## src/rtl/ser_frame_pkg.sv

```systemverilog
// Shared parameters, state type and frame-length helper for the serial frame
// transmitter and the receiver-side controller.
package ser_frame_pkg;

  localparam int unsigned DEF_PORT_W = 2;
  localparam int unsigned DEF_LEN_W  = 4;
  localparam int unsigned DEF_DATA_W = 15;

  typedef enum logic [2:0] {
    ST_IDLE,
    ST_ARMED,
    ST_START,
    ST_PORT,
    ST_LEN,
    ST_DATA,
    ST_STOP
  } tx_state_t;

  // Bit periods on the line: start + port + length + payload + stop.
  function automatic int unsigned frame_len(input int unsigned len);
    return 2 + DEF_PORT_W + DEF_LEN_W + len;
  endfunction

endpackage

```

## src/rtl/frame_shifter.sv

```systemverilog
// Loadable LSB-out field shift register with a remaining-bit down-counter.
// Load/shift only take effect on clk_en cycles.
module frame_shifter
  import ser_frame_pkg::*;
#(
  parameter int unsigned DATA_W = DEF_DATA_W,
  parameter int unsigned CNT_W  = DEF_LEN_W
) (
  input  logic              clk,
  input  logic              rst,
  input  logic              clk_en,
  input  logic              load,
  input  logic              shift,
  input  logic [DATA_W-1:0] load_val,
  input  logic [CNT_W-1:0]  load_cnt,
  output logic              head,
  output logic              last
);

  logic [DATA_W-1:0] sr;
  logic [CNT_W-1:0]  cnt;

  // The caller emits load_val[0] itself on the load cycle, so only the
  // remaining bits are kept here.
  always_ff @(posedge clk) begin
    if (rst) begin
      sr  <= '0;
      cnt <= '0;
    end else if (clk_en) begin
      if (load) begin
        sr  <= load_val >> 1;
        cnt <= load_cnt;
      end else if (shift) begin
        sr  <= sr >> 1;
        if (cnt != '0) cnt <= cnt - CNT_W'(1);
      end
    end
  end

  assign head = sr[0];
  assign last = (cnt == '0);

endmodule

```

## src/rtl/ser_frame_tx.sv

```systemverilog
// Serial frame transmitter: captures one request and sends start, port (MSB
// first), length (MSB first), payload (LSB first) and stop, one bit per clk_en.
module ser_frame_tx
  import ser_frame_pkg::*;
#(
  parameter int unsigned PORT_W = DEF_PORT_W,
  parameter int unsigned LEN_W  = DEF_LEN_W,
  parameter int unsigned DATA_W = DEF_DATA_W
) (
  input  logic              clk,
  input  logic              rst,
  input  logic              clk_en,
  input  logic              start,
  input  logic [PORT_W-1:0] port_in,
  input  logic [LEN_W-1:0]  len_in,
  input  logic [DATA_W-1:0] data_in,
  output logic              ser_out,
  output logic              busy,
  output logic              done,
  output logic              reject
);

  tx_state_t         state;
  logic [PORT_W-1:0] port_q;
  logic [LEN_W-1:0]  len_q;
  logic [DATA_W-1:0] data_q;

  logic [PORT_W-1:0] port_rev;
  logic [LEN_W-1:0]  len_rev;
  logic              sh_load, sh_shift, sh_head, sh_last;
  logic [DATA_W-1:0] sh_val;
  logic [LEN_W-1:0]  sh_cnt;

  // MSB-first fields are bit-reversed so the shifter can always send LSB out.
  always_comb begin
    port_rev = '0;
    len_rev  = '0;
    for (int unsigned i = 0; i < PORT_W; i++) port_rev[i] = port_q[PORT_W-1-i];
    for (int unsigned i = 0; i < LEN_W; i++)  len_rev[i]  = len_q[LEN_W-1-i];
  end

  always_comb begin
    sh_load  = 1'b0;
    sh_shift = 1'b0;
    sh_val   = '0;
    sh_cnt   = '0;
    case (state)
      ST_START: begin
        sh_load = 1'b1;
        sh_val  = DATA_W'(port_rev);
        sh_cnt  = LEN_W'(PORT_W - 1);
      end
      ST_PORT: begin
        if (sh_last) begin
          sh_load = 1'b1;
          sh_val  = DATA_W'(len_rev);
          sh_cnt  = LEN_W'(LEN_W - 1);
        end else begin
          sh_shift = 1'b1;
        end
      end
      ST_LEN: begin
        if (sh_last) begin
          sh_load = 1'b1;
          sh_val  = data_q;
          sh_cnt  = len_q - LEN_W'(1);
        end else begin
          sh_shift = 1'b1;
        end
      end
      ST_DATA:  sh_shift = !sh_last;
      default: ;
    endcase
  end

  frame_shifter #(
    .DATA_W (DATA_W),
    .CNT_W  (LEN_W)
  ) u_shifter (
    .clk      (clk),
    .rst      (rst),
    .clk_en   (clk_en),
    .load     (sh_load),
    .shift    (sh_shift),
    .load_val (sh_val),
    .load_cnt (sh_cnt),
    .head     (sh_head),
    .last     (sh_last)
  );

  always_ff @(posedge clk) begin
    if (rst) begin
      state   <= ST_IDLE;
      ser_out <= 1'b1;
      busy    <= 1'b0;
      done    <= 1'b0;
      reject  <= 1'b0;
      port_q  <= '0;
      len_q   <= '0;
      data_q  <= '0;
    end else begin
      done   <= 1'b0;
      reject <= 1'b0;
      case (state)
        ST_IDLE: begin
          ser_out <= 1'b1;
          if (start) begin
            if (len_in != '0) begin
              port_q <= port_in;
              len_q  <= len_in;
              data_q <= data_in;
              busy   <= 1'b1;
              state  <= ST_ARMED;
            end else begin
              reject <= 1'b1;
            end
          end
        end
        ST_ARMED: if (clk_en) begin
          ser_out <= 1'b0;
          state   <= ST_START;
        end
        ST_START: if (clk_en) begin
          ser_out <= sh_val[0];
          state   <= ST_PORT;
        end
        ST_PORT: if (clk_en) begin
          ser_out <= sh_last ? sh_val[0] : sh_head;
          if (sh_last) state <= ST_LEN;
        end
        ST_LEN: if (clk_en) begin
          ser_out <= sh_last ? sh_val[0] : sh_head;
          if (sh_last) state <= ST_DATA;
        end
        ST_DATA: if (clk_en) begin
          if (sh_last) begin
            ser_out <= 1'b1;
            state   <= ST_STOP;
          end else begin
            ser_out <= sh_head;
          end
        end
        ST_STOP: if (clk_en) begin
          busy  <= 1'b0;
          done  <= 1'b1;
          state <= ST_IDLE;
        end
        default: state <= ST_IDLE;
      endcase
    end
  end

endmodule

```

## config.mk

```make
export PLATFORM = sky130hd
export DESIGN_NAME = ser_frame_tx
export DESIGN_NICKNAME = d
export VERILOG_FILES = /design/src/rtl/ser_frame_pkg.sv /design/src/rtl/frame_shifter.sv /design/src/rtl/ser_frame_tx.sv
export SDC_FILE = /design/constraint.sdc
export NUM_CORES = 1
export LEC_CHECK = 0
export ABC_AREA = 1
export CAP_MARGIN = 20
export CORE_AREA = 5 5 60 115
export CTS_CLUSTER_SIZE = 24
export DETAILED_ROUTE_END_ITERATION = 7
export DIE_AREA = 0 0 65 120
export GPL_TIMING_DRIVEN = 0
export PLACE_DENSITY_LB_ADDON = 0.2
export SETUP_SLACK_MARGIN = 0.02
export SLEW_MARGIN = 0
export SYNTH_ARGS = -nofsm -noshare
export SYNTH_HDL_FRONTEND = slang
export SYNTH_SLANG_ARGS = --single-unit
```

## constraint.sdc

```tcl
create_clock -name clk -period 1.4 [get_ports clk]
set_input_delay 0.14 -clock clk [delete_from_list [all_inputs] [get_ports clk]]
set_output_delay 0.14 -clock clk [all_outputs]
set_load 0.01 [all_outputs]
```

==> run_results.csv, run 1 <==
group,metric,value,unit
run_status,status,"complete, but fails checks",
run_status,violations,"setup timing",
critical_path,cp.arrival,1.65,ns
sta,hold_viol,0,
layout,fill_cells,582,
sta,final.setup.worst_slack,-0.06513,ns
clock_tree,clk_latency,0.29,ns
clock_tree,cts-root-buf,"clkbuf_16",
synthesis,synth_largest_area_cell,"dfxtp_1",
critical_path,crit_fanout,8,
grt,grt_overflow,0,
critical_path,slowest_stage,"dfxtp_2",
critical_path,critical_path_class,"reg -> reg",
synthesis,synth.yosys.seq_area_share,40.33,%
route,drt_wl_total,6748,um
synthesis,yosys-top-cells-area,"dfxtp_1, nand2_1, nor2_1",
clock_tree,ctsHoldBuffers,0,
run,drv_cap,0,
sta,tightest_slew,0.6313,ns
critical_path,path_delay_family,"simple AND/OR/NAND/NOR gates",
route,route.detailed.drc,0,
grt,grt_pass1_vias,2302,
floorplan,num_rows,40,
clock_tree,cts_made_buffers,5,
route,via_per_inst,4.983,
critical_path,cpPeakStageDelay,0.31,ns
synthesis,synth_top_area_share,40.33,%
power_and_ir_drop,powerDensity,2222,nW/um^2
floorplan,io_pins,29,
grt,grt_antenna_before_repair,0,
hold_path,hold_class,"in -> reg",
synthesis,syn_area_per_cell,6.657,sq um
synthesis,yosys_warnings,0,
critical_path,required,1.58,ns
synthesis,synth_cells,343,
floorplan,die_width,65,um
power_and_ir_drop,switching_share,40.72,%
critical_path,worst-path-buf-inv,2,
sta,whs,0.1608,ns
layout,n_antenna_cell,0,
sta,slew-limit-headroom,57.92,%
power_and_ir_drop,leakage,1.492,nW
power_and_ir_drop,seqPwrFrac,27.5,%
sta,rsz0062_at_grt,"yes",
layout,syn_to_final_growth,43.45,%
power_and_ir_drop,p_int,4.314,mW
floorplan,initial_utilization,38.34,%
synthesis,ys_types,29,
clock_tree,cts_tree,"yes",
layout,drive_gt1_share,25.25,%
sta,drv_slew,0,
sta,fin_worst_skew,0.004395,ns
synthesis,syn_area,2283,sq um
critical_path,worstSetupStartpointType,"flop",
clock_tree,cts.clk_slew.worst_paths,0.06,ns
power_and_ir_drop,peakVddDrop,0.001488,V
sta,finalCritPeriodShare,104.7,%
sta,setup_viol,20,
layout,final_util,55.00,%
route,post_drt_wl_per_cell,14.57,um
synthesis,syn_nets,370,
clock_tree,clock-sinks,46,
route,drtIter0Drc,90,
grt,grt_max_degree,15,
clock_tree,cts_max_level,2,
floorplan,fp.coreArea,5956,sq um
floorplan,die_height,120,um
placed_design,gp_congestion,0.8842,
sta,fmax,0.6825,GHz
critical_path,endpoint_kind,"flop",
power_and_ir_drop,clock_power_share,16.8,%
route,ant_nets,0,
clock_tree,cts.path.max_buffers,2,
synthesis,synth-seq-cells,46,
power_and_ir_drop,p_comb_share,55.6,%
sta,tns,-0.8371,ns
power_and_ir_drop,p_sw,2.963,mW
route,dr_total_vias,2307,
sta,fin_crit,1.465,ns
grt,grt_util_all_layers,17.96,%
layout,fin_nets,426,
floorplan,dieArea,7800,sq um
placed_design,io_buffer_count,27,
grt,grt_pass1_wl,10580,um
placed_design,place_hpwl,4558,um
route,first_pass_iters,4,
critical_path,cp_cell_sequence,"inv_2 > ha_4 > nand2_4 > nor2_4 > o211ai_2 > nand2_4 > buf_6 > nand2_1 > nand2_1 > nor2_1",
cell type report:
| cell class | count | area, sq um | area share [%] |
|---|---|---|---|
| multi-input combinational | 244 | 1287 | 39.30 |
| inverter | 40 | 157.7 | 4.813 |
| timing repair buffer | 49 | 533.0 | 16.27 |
| buffer | 13 | 135.1 | 4.125 |
| clock buffer | 6 | 138.9 | 4.240 |
| sequential | 46 | 932.1 | 28.46 |
| clock inverter | 2 | 12.51 | 0.3820 |
| tap | 63 | 78.83 | 2.406 |
Yosys cell counts (all sizes together):
cell	n
nand4	1
xnor2	2
buf	10
xor2	1
a22oi	2
inv	39
dfxtp	46
o22ai	6
nor3	2
clkbuf	3
o21a	1
clkinv	1
ha	2
nor2	77
a21oi	13
o21ai	31
nand3	15
nand2	90
o211ai	1
power groups by stage:
stage               clock network, mW  logic [mW]  registers (mW)
floorplan                           0        2.17            1.93
global placement                    0        2.77            1.98
detailed placement                  0        2.80            1.99
CTS                              1.25        3.70            1.99
global route                     1.30        4.41            2.04
finish                           1.23        4.05            2.00
through the flow:
step / cells / worst slack (ns) / power (mW) / instance area (sq um)
6_report: 463 / -0.06513 / 7.277 / 3276
4_1_cts: 459 / -0.09218 / 6.939 / 3127
5_1_grt: 463 / -0.1487 / 7.754 / 3276
2_1_floorplan: 343 / 0.03382 / 4.099 / 2298
3_5_place_dp: 433 / -0.3362 / 4.786 / 2648
3_3_place_gp: 433 / -0.3186 / 4.745 / 2648
layer usage:
metal  wire length [um]  track usage (%)
met3                199            4.120
met5                  0                0
met2               3896            35.34
met4                296            9.801
met1               2356            15.79
registers in the layout, summed over array words and instances (netlist names):
name,flops
u_shifter.sr,14
port_q,2
state,3
u_shifter.cnt,4
len_q,4
ser_out,1
busy,1
reject,1
done,1
data_q,15
path summary, 6_finish.rpt:
path / start / endpoint / slack, ns / cells after the start
worst min-delay path: rst / u_shifter.sr[13] / 0.16 / 2
worst max register to register: u_shifter.cnt[1] / u_shifter.cnt[3] / -0.07 / 10
worst min register to register: data_q[7] / data_q[7] / 0.46 / 2
worst max-delay path: u_shifter.cnt[1] / u_shifter.cnt[3] / -0.07 / 10
logic make-up (layout without fill, tap and decap cells):
logic type / after synthesis / count (layout) / synth area share, %
AO/OA/AOI/OAI: 54 / 54 / 12.99
flip-flops: 46 / 46 / 40.33
buffers and inverters: 53 / 110 / 11.01
adder cells (fa/ha/maj): 2 / 2 / 1.096
XOR/XNOR: 3 / 3 / 1.151
AND/OR/NAND/NOR: 185 / 185 / 33.43
timing repair:
| action | in CTS | in global routing |
|---|---|---|
| gates resized for setup | 56 | 32 |
| buffers inserted | 13 | 3 |
| pin swaps | 11 | 8 |
| setup endpoints to repair | 44 | 42 |
| gates cloned | 5 | 1 |
worst register-to-register path, delay by kind of cell (launching register included):
kind | cells | cell delay, ns
buffers and inverters | 2 | 0.24
adder cells (fa/ha/maj) | 1 | 0.17
AO/OA/AOI/OAI | 1 | 0.12
flip-flops | 1 | 0.31
AND/OR/NAND/NOR | 6 | 0.52
layout by cell type (no fill, tap or decap), drive strengths merged:
cell type / synthesis / layout
clkinv: 1 / 2
o21a: 1 / 1
a22oi: 2 / 2
o211ai: 1 / 1
nor3: 2 / 2
nor2: 77 / 77
xor2: 1 / 1
ha: 2 / 2
inv: 39 / 39
nand3: 15 / 15
o22ai: 6 / 6
dfxtp: 46 / 46
nand2: 90 / 90
clkbuf: 3 / 10
buf: 10 / 31
o21ai: 31 / 31
a21oi: 13 / 13
nand4: 1 / 1
clkdlybuf4s50: 0 / 27
xnor2: 2 / 2
clkinvlp: 0 / 1
(Power assumes the default switching activity.)
==> run 2: changes to the inputs <==
--- a/config.mk
+++ b/config.mk
@@ -6,6 +6,7 @@
 export NUM_CORES = 1
 export LEC_CHECK = 0
 export ABC_AREA = 1
+export ABC_CLOCK_PERIOD_IN_PS = 1400
 export CAP_MARGIN = 20
 export CORE_AREA = 5 5 60 115
 export CTS_CLUSTER_SIZE = 24
==> results of run 2 <==
Final layout, timing and power as in run 1 (identical DEF).
